$ cat config.mk
export PLATFORM = sky130hd
export DESIGN_NAME = pcie_rp_link_seq
export DESIGN_NICKNAME = d
export VERILOG_FILES = /design/src/rtl/pcie_rp_link_seq.sv
export SDC_FILE = /design/constraint.sdc
export NUM_CORES = 1
export LEC_CHECK = 0
export CORE_MARGIN = 1
export CORE_UTILIZATION = 64
export CTS_CLUSTER_SIZE = 14
export DETAILED_ROUTE_END_ITERATION = 8
export PLACE_DENSITY = 0.85
export SLEW_MARGIN = 10
export SYNTH_ARGS = -nofsm -noshare
export SYNTH_HDL_FRONTEND = slang
export SYNTH_SLANG_ARGS = --single-unit
$ cat constraint.sdc
create_clock -name clk -period 4.6 [get_ports clk]
set_input_delay 0.92 -clock clk [delete_from_list [all_inputs] [get_ports clk]]
set_output_delay 0.92 -clock clk [all_outputs]
set_load 0.005 [all_outputs]
$ cat src/rtl/pcie_rp_link_seq.sv
// pcie_rp_link_seq: PCIe root-port slot power/PERST#/training sequencer with retry and link-loss handling.
// Revision 1.0
`default_nettype none

module pcie_rp_link_seq #(
   parameter int unsigned PWR_CYC   = 16,
   parameter int unsigned PERST_CYC = 32,
   parameter int unsigned TRAIN_CYC = 1024,
   parameter int unsigned DOWN_CYC  = 4,
   parameter int unsigned MAX_RETRY = 3,
   parameter logic [4:0]  L0_CODE   = 5'h0F
) (
   input  logic       clk,
   input  logic       reset,
   input  logic       hps_ready,
   input  logic       sw_reset,
   input  logic       refclk_locked,
   input  logic [4:0] ltssm,
   output logic [1:0] w_dis_n,
   output logic       perst_n,
   output logic       npor,
   output logic       link_up,
   output logic       link_fail,
   output logic [1:0] retry_cnt,
   output logic [2:0] state
);

   typedef enum logic [2:0] {
      S_OFF   = 3'd0,
      S_PWR   = 3'd1,
      S_PERST = 3'd2,
      S_TRAIN = 3'd3,
      S_UP    = 3'd4,
      S_FAIL  = 3'd5
   } state_t;

   localparam logic [23:0] c_PWR_LAST   = 24'(PWR_CYC - 1);
   localparam logic [23:0] c_PERST_LAST = 24'(PERST_CYC - 1);
   localparam logic [23:0] c_TRAIN_LAST = 24'(TRAIN_CYC - 1);
   localparam logic [23:0] c_DOWN_LAST  = 24'(DOWN_CYC - 1);
   localparam logic [1:0]  c_MAX_RETRY  = 2'(MAX_RETRY);

   state_t      r_state;
   logic [23:0] r_cnt;
   logic [23:0] r_down;
   logic [4:0]  r_ltssm_q1;
   logic [4:0]  r_ltssm_q;

   state_t      w_nxt;
   logic [23:0] w_cnt_nxt;
   logic [23:0] w_down_nxt;
   logic [1:0]  w_retry_nxt;
   logic        w_retry;
   logic        w_l0;
   logic        w_abort;

   assign w_l0    = (r_ltssm_q == L0_CODE);
   assign w_abort = sw_reset | ~hps_ready | ~refclk_locked;
   assign state   = r_state;

   always_comb begin
      w_nxt       = r_state;
      w_retry     = 1'b0;
      w_retry_nxt = retry_cnt;
      w_down_nxt  = '0;
      case (r_state)
         S_OFF:   w_nxt = S_PWR;
         S_PWR:   if (r_cnt == c_PWR_LAST) w_nxt = S_PERST;
         S_PERST: if (r_cnt == c_PERST_LAST) w_nxt = S_TRAIN;
         S_TRAIN: begin
            // L0 is checked first so it wins over a coincident timeout
            if (w_l0)
               w_nxt = S_UP;
            else if (r_cnt == c_TRAIN_LAST)
               w_retry = 1'b1;
         end
         S_UP: begin
            if (!w_l0) begin
               if (r_down == c_DOWN_LAST)
                  w_retry = 1'b1;
               else
                  w_down_nxt = r_down + 24'd1;
            end
         end
         S_FAIL:  w_nxt = S_FAIL;
         default: w_nxt = S_OFF;
      endcase

      if (w_retry) begin
         if (retry_cnt == c_MAX_RETRY) begin
            w_nxt = S_FAIL;
         end else begin
            w_nxt       = S_PERST;
            w_retry_nxt = retry_cnt + 2'd1;
         end
      end

      if (w_nxt == S_UP && r_state != S_UP)
         w_retry_nxt = '0;

      if (w_abort) begin
         w_nxt       = S_OFF;
         w_retry_nxt = '0;
         w_down_nxt  = '0;
      end

      w_cnt_nxt = (w_nxt != r_state) ? 24'd0 : r_cnt + 24'd1;
   end

   // Outputs are decoded from the next state so they line up with r_state
   always_ff @(posedge clk or posedge reset) begin
      if (reset) begin
         r_state    <= S_OFF;
         r_cnt      <= '0;
         r_down     <= '0;
         r_ltssm_q1 <= '0;
         r_ltssm_q  <= '0;
         w_dis_n    <= 2'b00;
         perst_n    <= 1'b0;
         npor       <= 1'b0;
         link_up    <= 1'b0;
         link_fail  <= 1'b0;
         retry_cnt  <= '0;
      end else begin
         r_ltssm_q1 <= ltssm;
         r_ltssm_q  <= r_ltssm_q1;
         r_state    <= w_nxt;
         r_cnt      <= w_cnt_nxt;
         r_down     <= w_down_nxt;
         retry_cnt  <= w_retry_nxt;
         w_dis_n    <= (w_nxt == S_PWR || w_nxt == S_PERST ||
                        w_nxt == S_TRAIN || w_nxt == S_UP) ? 2'b11 : 2'b00;
         perst_n    <= (w_nxt == S_TRAIN || w_nxt == S_UP);
         npor       <= (w_nxt == S_TRAIN || w_nxt == S_UP);
         link_up    <= (w_nxt == S_UP);
         link_fail  <= (w_nxt == S_FAIL);
      end
   end

endmodule

`default_nettype wire

==> reports/results.txt <==
Syn. warnings = 0
Commonest cells post-synth = 67 x dfrtp_1, 39 x nor2_1, 26 x xor2_1
htree depth = 3
post-synthesis sequential area ratio = 0.482
Rel. slew slack = 0.404
worst-path fanout max = 24
Die Height = 75.7 um
CP required = 4830 ps
RSZ-0062 raised after global routing = no
unique cell type count in the Yosys netlist = 53
GRT Total Usage = 0.275
largest family of logic cells by synthesized area = simple AND/OR/NAND/NOR gates
complex-gate fraction of the synthesized area = 0.0640
Slew @ Worst Pin = 893 ps
depth of the most critical reg-to-reg path = 8
reg-to-reg endpoint = r_cnt[15]
Net Count, Synth = 346
Synth area leaders = dfrtp_1 48%, xor2_1 6.5%, nor3_2 5.8%, xnor2_1 4.8%, nor2_1 4.2%
Final period util = 0.661
Initial Util = 0.672
vias in the first global route = 2450
total vias in the final route = 2526
CTS Hold Buffers Added = 0
fraction of the mapped netlist area in simple logic gates = 0.290
Final Max Tran Viols = 0
Root Driver = clkbuf_8
minimum clock period = 3040 ps
GPL Wtd Cong = 0.865
Post-synth ARST share = 1.00
Clock Latency Late Sink = 350 ps
Hold Slack = 350 ps
max_cap viols = 0
largest stage delay on the critical path = 430 ps
crit path from = r_cnt[0]
most frequent CP cell = and3_1
setup TNS = 0 ps
Pleak = 1.72 nW
post-detailed-route count of antenna-violating nets = 0
# setup viols final = 0
Critical-path top delay cell = nand4_4
Layout area overhead = 13.7%
flop2flop setup slack = 1560 ps
Synth Cell Area = 3480 um2
FILL cells = 335
ys flop type = dfrtp_1
Post-synth EDFFs = 0
CP Capture Type = register
Setup WS post-layout = 1560 ps
Synth top area share = 0.482
Post-Synth Adder-Cell Area = 0.0108
Port Buf Inserts = 20
Final HPWL DP = 4.61 mm
CTS buffer count = 9
largest net degree at the start of global routing = 45
multiplexer area fraction after synthesis = 0.00288
grt ovf = 0
class of the worst hold path = register to register
xor/xnor share of the synthesized area = 0.113
critical path arrival = 3270 ps
drt first pass iters = 4
DRC errors left = 0
Die W = 75.7 um
die area = 5730 um2
Rows = 26
Post-CTS Setup Bufs = 0
synthesized flop and latch total = 67
Post-Syn Instances = 333
initial antenna violation count = 0
first-pass GRT wire length = 11.4 mm
Avg WL per Cell = 16.0 um
Worst Setup Start Kind = register
WL final = 6.84 mm
DRT iter0 DRCs = 256
Vias/cell = 5.92
Max VDD drop = 0.299 mV
dpl cell area = 3690 um2
crit-path cells = ha_1 > and3_1 > and3_1 > and3_1 > o211ai_1 > a31o_2 > nand4_4 > nor3b_1
Setup WS pre-CTS = 1490 ps
Final Skew = 13.2 ps
CTS resizes = 0
Max clock buf depth = 2
status = finished, final reports clean
Pwr Density = 338 nW/um2
layout cells sized above 1 = 0.151
final hold viol count = 0
Clk pin slew, worst setup/hold paths = 70 ps
cell with the most instances after synthesis = dfrtp_1
Yosys top cell by area = dfrtp_1
post-route design area = 3960 um2
clock sinks = 67
diode count = 0
end of the critical path = r_cnt[15]
critical setup path kind = register to register
nets = 365
# IOs = 21
core area = 5170 um2
fmax = 329 MHz
r2r startpoint = r_cnt[0]
Syn Area/Cell = 10.4 um2
CTS tree = done
-- cells by family (layout without fill, tap and decap cells) --
group / count (synthesis) / after routing
DFF: 67 / 67
AOI/OAI and AO/OA: 25 / 25
xor gates and xnor gates: 45 / 45
adders and majority gates: 3 / 3
and+or+nand+nor: 168 / 168
buffers and inverters: 24 / 48
muxes: 1 / 1
-- flip-flops by register name, indices dropped and copies added, names as in the netlist --
name	count
r_cnt	24
r_down	24
r_ltssm_q1	5
r_ltssm_q	5
state	3
retry_cnt	2
link_fail	1
link_up	1
npor	1
w_dis_n	1
-- critical path: cells and delay by family (launching register included) --
family / cells / cell delay (ps)
and+or+nand+nor: 5 / 1580
AOI/OAI and AO/OA: 2 / 660
DFF: 1 / 420
adders and majority gates: 1 / 250
-- layer usage --
| metal | GRT usage | part of all wire |
|---|---|---|
| met5 | 0 | 0 |
| met4 | 0.152 | 0.025 |
| met1 | 0.361 | 0.44 |
| met3 | 0.0410 | 0.035 |
| met2 | 0.440 | 0.50 |
-- metrics by stage --
step / cells / utilization / power (mW)
after global placement: 411 / 0.714 / 0.706
after detailed placement: 411 / 0.714 / 0.709
final: 427 / 0.765 / 1.34
after floorplan: 333 / - / 0.688
after CTS: 427 / 0.765 / 1.35
after global routing: 427 / 0.765 / 1.38
-- cells in the final DEF, fill, tap and decap left out, types with 14 or more instances in the layout --
master and count:
xnor2_1 19, and3_1 14, clkdlybuf4s50_1 20, nand2_1 25
xor2_1 26, nand4_1 15, nand3_1 15, nor2_1 39
nor3_2 20, dfrtp_1 67
-- area by class of cell --
cell class / count / area [um2] / share of cell area
Tap cell: 70 / 87.6 / 0.0221
Clock buffer: 10 / 128 / 0.0323
Multi-Input combinational cell: 242 / 1670 / 0.423
Clock inverter: 6 / 136 / 0.0345
Sequential cell: 67 / 1680 / 0.424
Inverter: 9 / 33.8 / 0.00854
Timing Repair Buffer: 23 / 223 / 0.0563
-- where the power goes --
group	total (mW)	switching (mW)	internal, mW
clock network	0.642	0.225	0.417
registers	0.627	0.0190	0.608
logic	0.0695	0.0377	0.0317
total	1.34	0.282	1.06
-- worst min-delay path by stage --
stage | start | to | slack (ps) | cells past startpoint
finish | r_ltssm_q1[1] | r_ltssm_q[1] | 350 | 0
global route | r_ltssm_q1[1] | r_ltssm_q[1] | 360 | 0
global placement | r_ltssm_q1[4] | r_ltssm_q[4] | 330 | 0
CTS | r_ltssm_q1[3] | r_ltssm_q[3] | 350 | 0
detailed placement | r_ltssm_q1[3] | r_ltssm_q[3] | 330 | 0
floorplan | r_ltssm_q1[0] | r_ltssm_q[0] | 330 | 0
No activity file was read; power rests on OpenSTA's default activity.
==> RTL edit, RTL diff (same settings) <==
Reset style: synchronous (`reset`), changed in one clocked block.
--- a/src/rtl/pcie_rp_link_seq.sv
+++ b/src/rtl/pcie_rp_link_seq.sv
@@ -110,3 +110,3 @@
    // Outputs are decoded from the next state so they line up with r_state
-   always_ff @(posedge clk or posedge reset) begin
+   always_ff @(posedge clk) begin
       if (reset) begin
Formal check against the unedited RTL: differs if reset is asserted again (counterexample within 4 cycles, from zero or initial values and one cycle with reset high); with reset held inactive, the same outputs for 10 cycles.
==> RTL edit against the unedited design <==
- cell count shrank 0.94%
- area after synthesis shrank 6.9%
- clock power shrank 23%
- routed wire length shrank 8.3%
- fmax shrank 6.1%
- worst setup slack lost 0.20 ns
- power shrank 16%
- clock skew shrank 0.00091 ns
- design area shrank 7.9%
- sequential cell count is the same
- critical path type unchanged
- highest routed layer unchanged
==> RTL edit: results <==
export IMPL_crit_slowest_cell="or4_4"
export IMPL_hold_ws_ns=0.435
export IMPL_seq_area_frac_synth_pct=41.4
export IMPL_outcome="complete, no violations"
export IMPL_async_flop_share_pct=0
export IMPL_drive_above_1_share_pct=15.2
export IMPL_place_congestion=0.812
export IMPL_p_seq_mw=0.590
export IMPL_synthAdderAreaFrac_pct=1.16
export IMPL_first_global_vias=2328
export IMPL_power_switching_mw=0.242
export IMPL_hold_end="r_ltssm_q[3]"
export IMPL_synth_mux_area_share_pct=0.966
export IMPL_synth_compound_area_share_pct=5.41
export IMPL_critPathCapture="r_cnt[0]"
export IMPL_arrival_ns=3.42
export IMPL_critPathMaxFanout=16
export IMPL_worstHoldPathCells=1
export IMPL_first_pass_iters=5
export IMPL_hp_start="r_ltssm_q1[3]"
export IMPL_leakage_nw=1.21
export IMPL_clock_skew_ns=0.0123
export IMPL_nFillCells=339
export IMPL_r2r_start="r_cnt[19]"
export IMPL_finalNetCount=364
export IMPL_synth_area_leaders="dfxtp_1 41%, xor2_1 7.8%, nor4_2 7.7%"
export IMPL_drt_total_wl_mm=6.27
export IMPL_maxSlewHeadroom_pct=35.0
==> RTL edit: through the flow <==
stage | worst slack, ns | cells | area, um2
detailed placement | 1.37 | 407 | 3440
CTS | 1.36 | 423 | 3640
global placement | 1.46 | 407 | 3440
finish | 1.36 | 423 | 3640
floorplan | 2.21 | 333 | 3240
global route | 1.14 | 423 | 3640
==> RTL edit: metal layers <==
metal,global-route usage [%],wire [um],vias up
li1,-,-,1232
met1,32.5,2940,1203
met2,43.3,3020,55
met3,7.04,232,9
met4,9.37,83,0
met5,0,0,-
==> RTL edit: cell type report <==
class / count / area (um2) / share of cell area [%]
Clock buffer: 13 / 159 / 4.36
Clock inverter: 3 / 46.3 / 1.27
Inverter: 4 / 15.0 / 0.412
Multi-Input combinational cell: 247 / 1790 / 49.1
Sequential cell: 67 / 1340 / 36.8
Tap cell: 67 / 83.8 / 2.30
Timing Repair Buffer: 22 / 210 / 5.77
